File: src/rtl/muldiv_if.sv
// Start/busy/done handshake bundle between the RV32M multiply/divide unit and
// its requester (operand mux and stall control).
interface muldiv_if;
  logic        start;
  logic [2:0]  funct3;
  logic [31:0] operand_a;
  logic [31:0] operand_b;
  logic        busy;
  logic        done;
  logic [31:0] result;

  modport master (
    output start, funct3, operand_a, operand_b,
    input  busy, done, result
  );

  modport slave (
    input  start, funct3, operand_a, operand_b,
    output busy, done, result
  );
endinterface

File: src/rtl/muldiv_unit.sv
// Iterative RV32M multiply/divide unit: 32 shift-add / restoring-divide steps per op.
// Optional MULDIV_EARLY_OUT_EN: div-by-zero, signed overflow and zero multiplies skip CALC.
module muldiv_unit #(
  parameter int XLEN = 32,
  parameter int ITER = 32
) (
  input  logic     clk,
  input  logic     reset,
  muldiv_if.slave  bus
);

  typedef enum logic [1:0] {IDLE = 2'd0, CALC = 2'd1, FIN = 2'd2} state_t;

  localparam logic [4:0] LAST = 5'(ITER - 1);

  state_t            state, state_nxt;
  logic [4:0]        cnt;
  logic [XLEN-1:0]   hi, lo, mcand;
  logic [2:0]        op;
  logic              neg_q, neg_r, forced;
  logic [XLEN-1:0]   forced_val;

  logic              accept, in_div, a_signed, b_signed, sign_a, sign_b;
  logic [XLEN-1:0]   a_mag, b_mag, special_val;
  logic              div_zero, div_ovf, in_special, early;
  logic [XLEN:0]     mul_sum, div_shift;
  logic [XLEN-1:0]   div_diff, hi_step, lo_step, quo, rem, final_val;
  logic              div_ge;
  logic [2*XLEN-1:0] product, prod_signed;

  // Request decode: operand signedness, magnitudes and special-case detection at E0
  always_comb begin
    accept     = bus.start && ((state == IDLE) || (state == FIN));
    in_div     = bus.funct3[2];
    a_signed   = in_div ? ~bus.funct3[0] : (bus.funct3[1:0] != 2'b11);
    b_signed   = in_div ? ~bus.funct3[0] : ~bus.funct3[1];
    sign_a     = a_signed & bus.operand_a[31];
    sign_b     = b_signed & bus.operand_b[31];
    a_mag      = sign_a ? (32'd0 - bus.operand_a) : bus.operand_a;
    b_mag      = sign_b ? (32'd0 - bus.operand_b) : bus.operand_b;
    div_zero   = in_div && (bus.operand_b == 32'd0);
    div_ovf    = in_div && ~bus.funct3[0] && (bus.operand_a == 32'h8000_0000)
                 && (bus.operand_b == 32'hFFFF_FFFF);
    in_special = div_zero | div_ovf;
    if (div_zero) begin
      special_val = bus.funct3[1] ? bus.operand_a : 32'hFFFF_FFFF;
    end else if (div_ovf) begin
      special_val = bus.funct3[1] ? 32'd0 : 32'h8000_0000;
    end else begin
      special_val = 32'd0;
    end
`ifdef MULDIV_EARLY_OUT_EN
    early = in_special | (~in_div & ((bus.operand_a == 32'd0) | (bus.operand_b == 32'd0)));
`else
    early = 1'b0;
`endif
  end

  // One iteration step plus sign fix-up of the final step's outcome
  always_comb begin
    mul_sum   = {1'b0, hi} + (lo[0] ? {1'b0, mcand} : 33'd0);
    div_shift = {hi, lo[31]};
    div_ge    = (div_shift >= {1'b0, mcand});
    div_diff  = div_shift[31:0] - mcand;
    if (op[2]) begin
      hi_step = div_ge ? div_diff : div_shift[31:0];
      lo_step = {lo[30:0], div_ge};
    end else begin
      hi_step = mul_sum[32:1];
      lo_step = {mul_sum[0], lo[31:1]};
    end
    product     = {hi_step, lo_step};
    prod_signed = neg_q ? (64'd0 - product) : product;
    quo         = neg_q ? (32'd0 - lo_step) : lo_step;
    rem         = neg_r ? (32'd0 - hi_step) : hi_step;
    case (op)
      3'b000:  final_val = prod_signed[31:0];
      3'b001,
      3'b010,
      3'b011:  final_val = prod_signed[63:32];
      3'b100,
      3'b101:  final_val = quo;
      3'b110,
      3'b111:  final_val = rem;
      default: final_val = 32'd0;
    endcase
    if (forced) begin
      final_val = forced_val;
    end else begin
      final_val = final_val;
    end
  end

  // FSM state register
  always_ff @(posedge clk or negedge reset) begin
    if (!reset) state <= IDLE;
    else        state <= state_nxt;
  end

  // FSM next-state; FIN accepts a new request exactly like IDLE
  always_comb begin
    state_nxt = state;
    case (state)
      IDLE: begin
        if (bus.start) state_nxt = early ? FIN : CALC;
        else           state_nxt = IDLE;
      end
      CALC: begin
        if (cnt == LAST) state_nxt = FIN;
        else             state_nxt = CALC;
      end
      FIN: begin
        if (bus.start) state_nxt = early ? FIN : CALC;
        else           state_nxt = IDLE;
      end
      default: state_nxt = IDLE;
    endcase
  end

  // Datapath, counter and registered handshake outputs
  always_ff @(posedge clk or negedge reset) begin
    if (!reset) begin
      bus.busy   <= 1'b0;
      bus.done   <= 1'b0;
      bus.result <= 32'd0;
      cnt        <= 5'd0;
      hi         <= 32'd0;
      lo         <= 32'd0;
      mcand      <= 32'd0;
      op         <= 3'd0;
      neg_q      <= 1'b0;
      neg_r      <= 1'b0;
      forced     <= 1'b0;
      forced_val <= 32'd0;
    end else begin
      bus.busy <= (state_nxt == CALC);
      bus.done <= (state_nxt == FIN);
      if (accept) begin
        hi         <= 32'd0;
        lo         <= a_mag;
        mcand      <= b_mag;
        op         <= bus.funct3;
        neg_q      <= sign_a ^ sign_b;
        neg_r      <= sign_a;
        forced     <= in_special | early;
        forced_val <= special_val;
        cnt        <= 5'd0;
        if (early) bus.result <= special_val;
      end else if (state == CALC) begin
        hi  <= hi_step;
        lo  <= lo_step;
        cnt <= cnt + 5'd1;
        if (cnt == LAST) bus.result <= final_val;
      end
    end
  end

endmodule

File: src/flat_wrapper.sv
// flat-port wrapper written by rule: the top's interface ports become plain ports
module muldiv_unit_flat 
#(
  parameter int XLEN = 32,
  parameter int ITER = 32
)
  (clk, reset, bus_start, bus_funct3, bus_operand_a, bus_operand_b, bus_busy, bus_done, bus_result);
  muldiv_if bus_i ();
  input  logic clk;
  input  logic reset;
  input wire logic [$bits(bus_i.start)-1:0] bus_start;
  input wire logic [$bits(bus_i.funct3)-1:0] bus_funct3;
  input wire logic [$bits(bus_i.operand_a)-1:0] bus_operand_a;
  input wire logic [$bits(bus_i.operand_b)-1:0] bus_operand_b;
  output wire logic [$bits(bus_i.busy)-1:0] bus_busy;
  output wire logic [$bits(bus_i.done)-1:0] bus_done;
  output wire logic [$bits(bus_i.result)-1:0] bus_result;
  assign bus_i.start = bus_start;
  assign bus_i.funct3 = bus_funct3;
  assign bus_i.operand_a = bus_operand_a;
  assign bus_i.operand_b = bus_operand_b;
  assign bus_busy = bus_i.busy;
  assign bus_done = bus_i.done;
  assign bus_result = bus_i.result;
  muldiv_unit #(.XLEN(XLEN), .ITER(ITER)) u_core (.clk(clk), .reset(reset), .bus(bus_i));
endmodule
File: config.mk
export PLATFORM = sky130hd
export DESIGN_NAME = muldiv_unit_flat
export DESIGN_NICKNAME = d
export VERILOG_FILES = /design/src/rtl/muldiv_if.sv /design/src/rtl/muldiv_unit.sv /design/src/flat_wrapper.sv
export SDC_FILE = /design/constraint.sdc
export NUM_CORES = 1
export LEC_CHECK = 0
export CAP_MARGIN = 40
export CORE_MARGIN = 1
export CORE_UTILIZATION = 56
export CTS_BUF_LIST = sky130_fd_sc_hd__clkbuf_4 sky130_fd_sc_hd__clkbuf_8
export DETAILED_ROUTE_END_ITERATION = 10
export GPL_TIMING_DRIVEN = 1
export PLACE_DENSITY = 0.85
export SYNTH_ARGS = -nofsm -noshare
export SYNTH_HDL_FRONTEND = slang
export SYNTH_SLANG_ARGS = --single-unit
File: constraint.sdc
create_clock -name clk -period 4.7 [get_ports clk]
set_input_delay 0.94 -clock clk [delete_from_list [all_inputs] [get_ports clk]]
set_output_delay 0.94 -clock clk [all_outputs]
set_load 0.02 [all_outputs]
---- After elaboration in Yosys (flattened, before gate mapping) ----
Index checks and enable logic that the tools add are counted.
word-level totals
  input port bits ......................... 70
  logic and storage cells ................. 85
  register bits after elaboration ......... 175
  output and inout bits ................... 34
cells by class
  muxes and demuxes ....................... 26
  bitwise operators ....................... 7
  add/sub/neg operators ................... 8
  equal/unequal tests ..................... 15
  magnitude comparators ................... 1
  reductions and logical operators ........ 15
operators by type and width
  cell                                               number
  2-to-1 mux 32 bit                                  17
  one-hot mux 32 bit (4 select lines)                1
  subtractor 1 x 32 -> 32 bit, first input constant  4
  == test 32 bit, second input constant              2
  2-to-1 mux 64 bit                                  1
  subtractor 1 x 64 -> 64 bit, first input constant  1
  adder 32 x 33 -> 33 bit                            1
  >= comparator 33 x 32 -> 1 bit                     1
  logical NOT 32 bit                                 1
  subtractor 32 bit                                  1
  == test 3 bit, second input constant               4
  2-to-1 mux 5 bit                                   2
  == test 3 x 2 -> 1 bit, second input constant      2
  OR reduction 2 bit                                 3
  adder 5 x 1 -> 5 bit, second input constant        1
  == test 5 bit, second input constant               1
  logical AND 1 bit                                  5
  == test 2 x 1 -> 1 bit, second input constant      2
  == test 2 bit, second input constant               2
  one-hot mux 2 bit (2 select lines)                 1
  == test 3 x 1 -> 1 bit, second input constant      1
  logical NOT 3 bit                                  1
  2-to-1 mux 1 bit                                   3
  NOT 1 bit                                          3
  10 further kinds                                   11

---- Logic depth before layout (Yosys ltp) ----
Gate-level depths: netlist of run 1.
  depth in word-level cells ............... 7
  depth in mapped cells ................... 23

---- Least setup slack after synthesis of run 1 ----
OpenSTA, ideal clock, no wires.
  path type ............................... register to register
  from .................................... register u_core.hi[5]
  to ...................................... register u_core.bus.result[18]
  setup time .............................. 0.095 ns
  cell stages (with the launch flop) ...... 21
  required time ........................... 4.605 ns
  period minus slack after synthesis ...... 4.797 ns
  path slack .............................. -0.097 ns
  data arrival time ....................... 4.702 ns
  cell sequence ........................... dfrtp_1 > ha_1 > buf_6 > a21o_1 > a31oi_1 > o221ai_1 > o31ai_2 > buf_6 > nand2_8 > buf_6 > a311oi_2 > ha_1 > inv_1 > a2111oi_0 > or4b_1 > or4_4 > o41a_1 > xnor2_1 > o21ai_1 > a21oi_1 > o31ai_1
on the way
  longest elaborated chain between the ends .. 7
  elaborated cells between the ends (all ways) .. 14
  those cells by class .................... 5 x add/sub; 1 x order compare; 8 x mux
RTL lines
  item                                                                               line                                  text
  start: declaration                                                                 muldiv_unit.sv:18                     logic [XLEN-1:0] hi, lo, mcand;
  start signal: assignment                                                           muldiv_unit.sv:150                    hi <= hi_step;
  subtractor 32 bit / >= comparator 33 x 32 -> 1 bit (equally long branches)         muldiv_unit.sv:64, muldiv_unit.sv:63
  2-to-1 mux 32 bit                                                                  muldiv_unit.sv:66                     hi_step = div_ge ? div_diff : div_shift[31:0];
  2-to-1 mux 32 bit                                                                  muldiv_unit.sv:65                     if (op[2]) begin
  subtractor 1 x 64 -> 64 bit / subtractor 1 x 32 -> 32 bit (equally long branches)  muldiv_unit.sv:73, muldiv_unit.sv:75
  2-to-1 mux 64 bit / 2-to-1 mux 32 bit (equally long branches)                      muldiv_unit.sv:73, muldiv_unit.sv:75
  one-hot mux 32 bit (4 select lines) (*)                                            muldiv_unit.sv:76                     case (op)
  2-to-1 mux 32 bit (*)                                                              muldiv_unit.sv:87                     if (forced) begin
  end signal: assignment                                                             muldiv_unit.sv:148                    if (early) bus.result <= special_val;
  end signal: assignment                                                             muldiv_unit.sv:153                    if (cnt == LAST) bus.result <= final_val;
  end: declaration                                                                   muldiv_if.sv:19                       output busy, done, result
Every way passes the cells marked *; elsewhere a longest branch is shown, timed or not.
A chain may end at the register's enable or synchronous reset.

---- Worst setup path in the final report of run 1 ----
  from .................................... register u_core.hi[13]
  to ...................................... register u_core.bus.result[30]
The elaborated chain is that of the path after synthesis.

==> impl_results.md, run 1 <==
- First-pass GRT wire length: 108000 um
- # rows: 62
- CP Class: reg2reg
- Placer Congestion: 1.13
- Synthesized area: 16500 um2
- Wire per inst: 24.7 um
- Register Area: 4380 um2
- Status: finished, violations left
- Post-route cell area: 21600 um2
- Total congestion overflow: 0
- M2 GR Usage: 0.664
- Starting Density: 0.572
- DR DRC count: 0
- Dominant synthesized flop cell: dfrtp_1
- Register area share after synthesis: 0.265
- Period utilisation layout: 1.02
- GRT busiest layer: met1
- Multi-input logic area: 12000 um2
- DIE AREA: 30200 um2
- Initial drt markers: 2957
- Least-Margin Pin Slew: 0.877 ns
- Slowest-stage cell, CP: or4b_4
- Core ar.: 28900 um2
- Arr. time, crit path: 5.19 ns
- Met1 Use GR: 0.676
- # clock sinks: 175
- Post-DP Area: 20400 um2
- Largest fanout on the critical path: 5
- Synth area leader: dfrtp_1
- TritonCTS buffer count: 17
- Critical path's most frequent cell: buf_6
- Fin nets: 2656
- M3 GR Usage: 0.122
- Slowest cell delay on critical path: 0.52 ns
- Adder-Cell Fraction of Synth Area: 0.0563
- Diodes inserted: 0
- Synth top area share: 0.265
- Drt total wl: 71900 um
- Max Freq: 209 MHz
- Largest family of logic cells by synthesized area: compound AO/OA/AOI/OAI gates
- Htree depth: 4
- Die span in x: 174 um
- Yosys Warn Count: 0
- Gate count of the mapped netlist: 2129
- Detailed placer's ending HPWL: 55300 um
- CP Launch Type: flip-flop
- 1st-pass router iterations: 8
- Crit end category: flip-flop
- Port-buffer cells: 103
- GRT Total Usage: 0.465
- Slew HR: 0.415
- Vert. Die Dim: 174 um
- Worst reg2reg setup slack: -0.08 ns
- Post-layout util: 0.750
- Final min period: 4.78 ns
- Clk slew on worst S/H paths: 0.11 ns
- Post-synthesis register bit count: 175
- Layout cells sized above 1: 0.232
- Synth unique cells: 97
- Filler cells: 2180
- I/O Pins: 104
- Worst R2R Path Depth: 20
- Vias per inst: 6.74
- Clk_skew: 0.0235 ns
- Synth Area in Simple Gates: 0.229
- Synth Area in Compound Gates: 0.284
- Avg Cell Area, Syn: 7.75 um2
- Top cells by area, synth: dfrtp_1 27%, nand2_1 6.3%, o21ai_0 6.2%
- Maxcap violations: 0
- Antenna violations before repair: 2
- Worst path required time: 5.11 ns
- Clock Tree Buf Depth: 2
- Vias in the first global route: 18198
- CTS tree: yes
- Hold Crit Class: in2async
- Final WS setup: -0.0829 ns
- Number of synthesized flops with an enable pin: 0
- Failing checks: negative setup slack
- Post-route ant nets: 0
- Final setup viols: 1
- Post-synth ARST share: 1.00
- Post-synthesis xor/xnor area fraction: 0.0854
- Multiplexer share of the synthesized area: 0.0279
- Area grow syn2layout: 31.1%
- CTS Root Cell: clkbuf_8
- Vias: 19605
- Pin count of the biggest net entering global routing: 90
- Clk Latency, worst-skew pair: 0.53 ns
- Mapped Nets: 2272
- Final Hold Vio Count: 0
- Slew Limit Fails: 0
- Reg2reg end: u_core.bus.result[30]$_DFFE_PN0P_
- Launching point of the worst reg2reg path: u_core.hi[13]$_DFFE_PN0P_
- RSZ-0062 raised after global routing: yes
- Cell Chain, Critical Path: ha_4, buf_6, nand4_1, nor4_4, a22oi_2, o21a_4, buf_6, a21oi_4, a311oi_2, inv_1, ha_2, inv_2, a2111oi_4, or4b_4, or4_4, buf_6, o41ai_4, xnor2_1, a221oi_1, a21oi_1
state kept, by name (all words and copies together), names as in the netlist, 2 cells and up:
| register | cells |
|---|---|
| u_core.bus.result | 32 |
| u_core.cnt | 5 |
| u_core.forced_val | 32 |
| u_core.hi | 32 |
| u_core.lo | 32 |
| u_core.mcand | 32 |
| u_core.op | 3 |
| u_core.state | 2 |
cell usage in the layout, fill, tap and decap left out, types with 18 or more instances in the layout:
cell             instances
buf_4                  375
nand2_1                275
o21ai_0                188
dfrtp_1                173
a21oi_1                134
nor2_1                 124
clkdlybuf4s50_1        102
xnor2_1                 91
inv_1                   72
xor2_1                  69
o31ai_1                 51
ha_1                    51
nor3_1                  46
nand3_1                 45
and2_1                  42
nor2b_1                 41
o221ai_1                38
mux2i_1                 37
or3_1                   28
a31oi_1                 27
nand4_1                 26
o21ai_1                 21
a21o_1                  20
and3_1                  20
o21a_1                  19
clkbuf_8                18
cell usage after synthesis, types with 48 or more instances:
master / number
clkbuf_1: 86
inv_1: 78
o21ai_0: 204
dfrtp_1: 175
xor2_1: 69
o31ai_1: 56
nor3_1: 49
nand2_1: 275
a21oi_1: 145
nor2_1: 127
ha_1: 71
nand3_1: 48
xnor2_1: 92
final cells by class:
class                   instances  share of cell area
clock buffers                  18              0.0114
flip-flops and latches        175               0.203
clock inverters                14             0.00694
inverters                      78              0.0135
repair buffers                493               0.189
well taps                     384              0.0222
multi-input cells            1748               0.554
how the worst max path moves through the flow:
| stage | to | slack (ns) | from |
|---|---|---|---|
| 3_3_place_gp | u_core.bus.result[31]$_DFFE_PN0P_ | -0.12 | u_core.mcand[14]$_DFFE_PN0P_ |
| 2_1_floorplan | u_core.bus.result[18]$_DFFE_PN0P_ | -0.03 | u_core.hi[5]$_DFFE_PN0P_ |
| 5_1_grt | u_core.bus.result[30]$_DFFE_PN0P_ | -0.15 | u_core.mcand[13]$_DFFE_PN0P_ |
| 3_5_place_dp | u_core.bus.result[31]$_DFFE_PN0P_ | -0.25 | u_core.mcand[14]$_DFFE_PN0P_ |
| 6_report | u_core.bus.result[30]$_DFFE_PN0P_ | -0.08 | u_core.hi[13]$_DFFE_PN0P_ |
| 4_1_cts | u_core.bus.result[31]$_DFFE_PN0P_ | 0.0002 | u_core.lo[0]$_DFFE_PN0P_ |
timing repair:
action	CTS	global route
pin swaps	5	31
hold endpoints to repair	0	0
endpoints found under the setup margin	20	26
hold buffers	0	0
resized for setup	18	128
buffers inserted	2	15
worst max-delay path: cells and delay by family, from the launching register on:
family          cells  cell delay (ns)
simple gates        4             1.55
fa+ha+maj           2             0.48
flops               1             0.44
xor+xnor            1             0.11
buf+inv             5             0.53
compound gates      8             1.56
kinds of logic (layout without fill, tap and decap cells):
kind of cell,after synthesis,in the layout
AND/OR/NAND/NOR,765,765
XOR/XNOR,161,161
adder cells (fa/ha/maj),73,73
buffers and inverters,206,603
multiplexers,45,45
flip-flops,175,175
AO/OA/AOI/OAI,704,704
stage by stage:
step | setup WS [ns] | hold WS (ns) | cells | TNS, ns
finish | -0.0829 | 0.203 | 2910 | -0.0829
global route | -0.146 | 0.198 | 2910 | -0.734
CTS | 0.000171 | 0.193 | 2895 | 0
detailed placement | -0.245 | 0.467 | 2861 | -1.58
global placement | -0.115 | 0.454 | 2857 | -0.639
floorplan | -0.0337 | 0.441 | 2129 | -0.0337
routing by layer:
layer  part of all wire  wire length (um)
met1               0.41             29700
met2               0.41             29600
met3               0.14              9850
met4              0.037              2680
met5            0.00018                13
Power of run 1 is not shown: default switching activity piles up to over one toggle a cycle in this logic, so the estimate is an artifact.
==> run 2, diff against run 1 <==
- PLACE_DENSITY: 0.85 -> 0.82
- clock period: 4.7 -> 4.42 ns (I/O delays scaled with it)
==> run 2 against run 1 <==
Net effect:
- global-route usage rose by 1.1 points
- the flow still finishes with violations (negative setup slack)
- non-clock buffer count up 75
- routed wire length rose by 2.5%
- first-iteration DRC count fell by 0.68%
- clock skew increased by 0.0047 ns
- maximum frequency grew 1.5%
- die area did not move
==> impl_results.md, run 2 (synthesis gave the netlist of run 1 again) <==
- Worst hold margin: 0.402 ns
- Final min period: 4.71 ns
- Initial drt markers: 2937
- Final Hold Vio Count: 0
- Die span in x: 174 um
- # rows: 62
- Total congestion overflow: 0
- Clock Tree Buf Depth: 2
- Drt total wl: 73600 um
- Final setup viols: 14
- Launching point of the worst reg2reg path: u_core.hi[11]$_DFFE_PN0P_
- Starting Density: 0.572
- Final setup TNS: -1.27 ns
- Post-route ant nets: 0
- CP Launch Type: flip-flop
- Arr. time, crit path: 5.12 ns
- Setup WS pre-CTS: -0.511 ns
- Clk slew on worst S/H paths: 0.11 ns
- CP Class: reg2reg
- Placer Congestion: 1.10
- Vias in the first global route: 18971
- Slowest-stage cell, CP: or4b_4
- Post-layout util: 0.793
- Clk Latency, worst-skew pair: 0.52 ns
- Worst reg2reg setup slack: -0.29 ns
- First-pass GRT wire length: 110000 um
- Worst path required time: 4.83 ns
- Final WS setup: -0.292 ns
- Least-Margin Pin Slew: 0.812 ns
- Largest fanout on the critical path: 3
- Worst R2R Path Depth: 20
- Most common cell after layout, fill and taps aside: buf_4
- Port-buffer cells: 103
- Area grow syn2layout: 38.6%
- Failing checks: negative setup slack
- Fin nets: 2731
- TritonCTS buffer count: 17
- Reg2reg end: u_core.bus.result[18]$_DFFE_PN0P_
- CTS Root Cell: clkbuf_8
- I/O Pins: 104
- Layout cells sized above 1: 0.283
- GRT Total Usage: 0.476
- Antenna violations before repair: 6
- Hold Crit Class: in2async
- Detailed placer's ending HPWL: 56100 um
- RSZ-0062 raised after global routing: yes
- Vias: 19984
- Vert. Die Dim: 174 um
- Most frequent cells in the layout: 440 x buf_4, 272 x nand2_1, 174 x dfrtp_1
- Cell Chain, Critical Path: ha_4, buf_4, a21oi_1, o21ai_1, and2_4, o31a_2, buf_6, nor2_4, a311oi_2, inv_1, ha_2, inv_2, a2111oi_4, or4b_4, or4_4, o41a_1, xnor2_1, o21ai_1, a21oi_1, o31ai_1
- Vias per inst: 6.69
- Slew Limit Fails: 0
- Htree depth: 4
- DIE AREA: 30200 um2
- Status: finished, violations left
- Slowest cell delay on critical path: 0.55 ns
- Filler cells: 1998
- Slew HR: 0.457
- Wire per inst: 24.7 um
- Crit path max-delay family: compound AO/OA/AOI/OAI gates
- Clk_skew: 0.0282 ns
- CTS tree: yes
- Pin count of the biggest net entering global routing: 84
- Crit end category: flip-flop
- Core ar.: 28900 um2
- 1st-pass router iterations: 8
- # clock sinks: 175
- DR DRC count: 0
- Maxcap violations: 0
- Max Freq: 212 MHz
- Post-CTS Hold Buffers: 0
- Worst path bufs/invs: 4
- Period utilisation layout: 1.07
-- run 2: cell count changes in the layout (fill, tap and decap cells not counted), sizes merged --
cell	change
diode	+1
clkdlybuf4s15	-1
clkinv	+1
buf	+76
bufinv	-1
-- run 2: worst max path at each step --
stage,end,depth (start not counted),startpoint,slack [ns]
floorplan,u_core.bus.result[18]$_DFFE_PN0P_,20,u_core.hi[5]$_DFFE_PN0P_,-0.30
global placement,u_core.bus.result[18]$_DFFE_PN0P_,20,u_core.mcand[12]$_DFFE_PN0P_,-0.40
detailed placement,u_core.bus.result[30]$_DFFE_PN0P_,18,u_core.hi[11]$_DFFE_PN0P_,-0.51
CTS,u_core.bus.result[18]$_DFFE_PN0P_,17,u_core.hi[10]$_DFFE_PN0P_,-0.28
global route,u_core.bus.result[18]$_DFFE_PN0P_,20,u_core.mcand[12]$_DFFE_PN0P_,-0.44
finish,u_core.bus.result[18]$_DFFE_PN0P_,20,u_core.hi[11]$_DFFE_PN0P_,-0.29
-- run 2: timing repair --
action                                 4_1_cts  5_1_grt
gates resized for setup                    111      164
endpoints found under the hold margin        0        0
pin swaps                                   51       93
setup endpoints to repair                   27       32
buffers inserted                            26       20
-- run 2: per-stage QoR --
step                      cells  instance area [um2]
after floorplan            2129                16500
after global placement     2909                20700
after detailed placement   2911                20700
after CTS                  2969                21900
after global routing       2985                22900
final                      2986                22900
-- run 2: cell type report --
type	count	area, um2	share of cell area
antenna	1	2.50	0.000109
clock buffer	18	248	0.0108
clock inverter	14	145	0.00635
inverter	78	293	0.0128
multi-input combinational	1748	12600	0.552
sequential	175	4380	0.192
tap	384	480	0.0210
timing repair buffer	568	4700	0.206
-- run 2: metal layers --
metal / share of wire / GRT usage / vias up
met5: 0.00071 / 0 / -
met4: 0.049 / 0.194 / 8
met3: 0.14 / 0.158 / 291
met2: 0.42 / 0.694 / 1417
met1: 0.40 / 0.645 / 9525
li1: - / - / 8743
Power of run 2 is left out for the same reason.
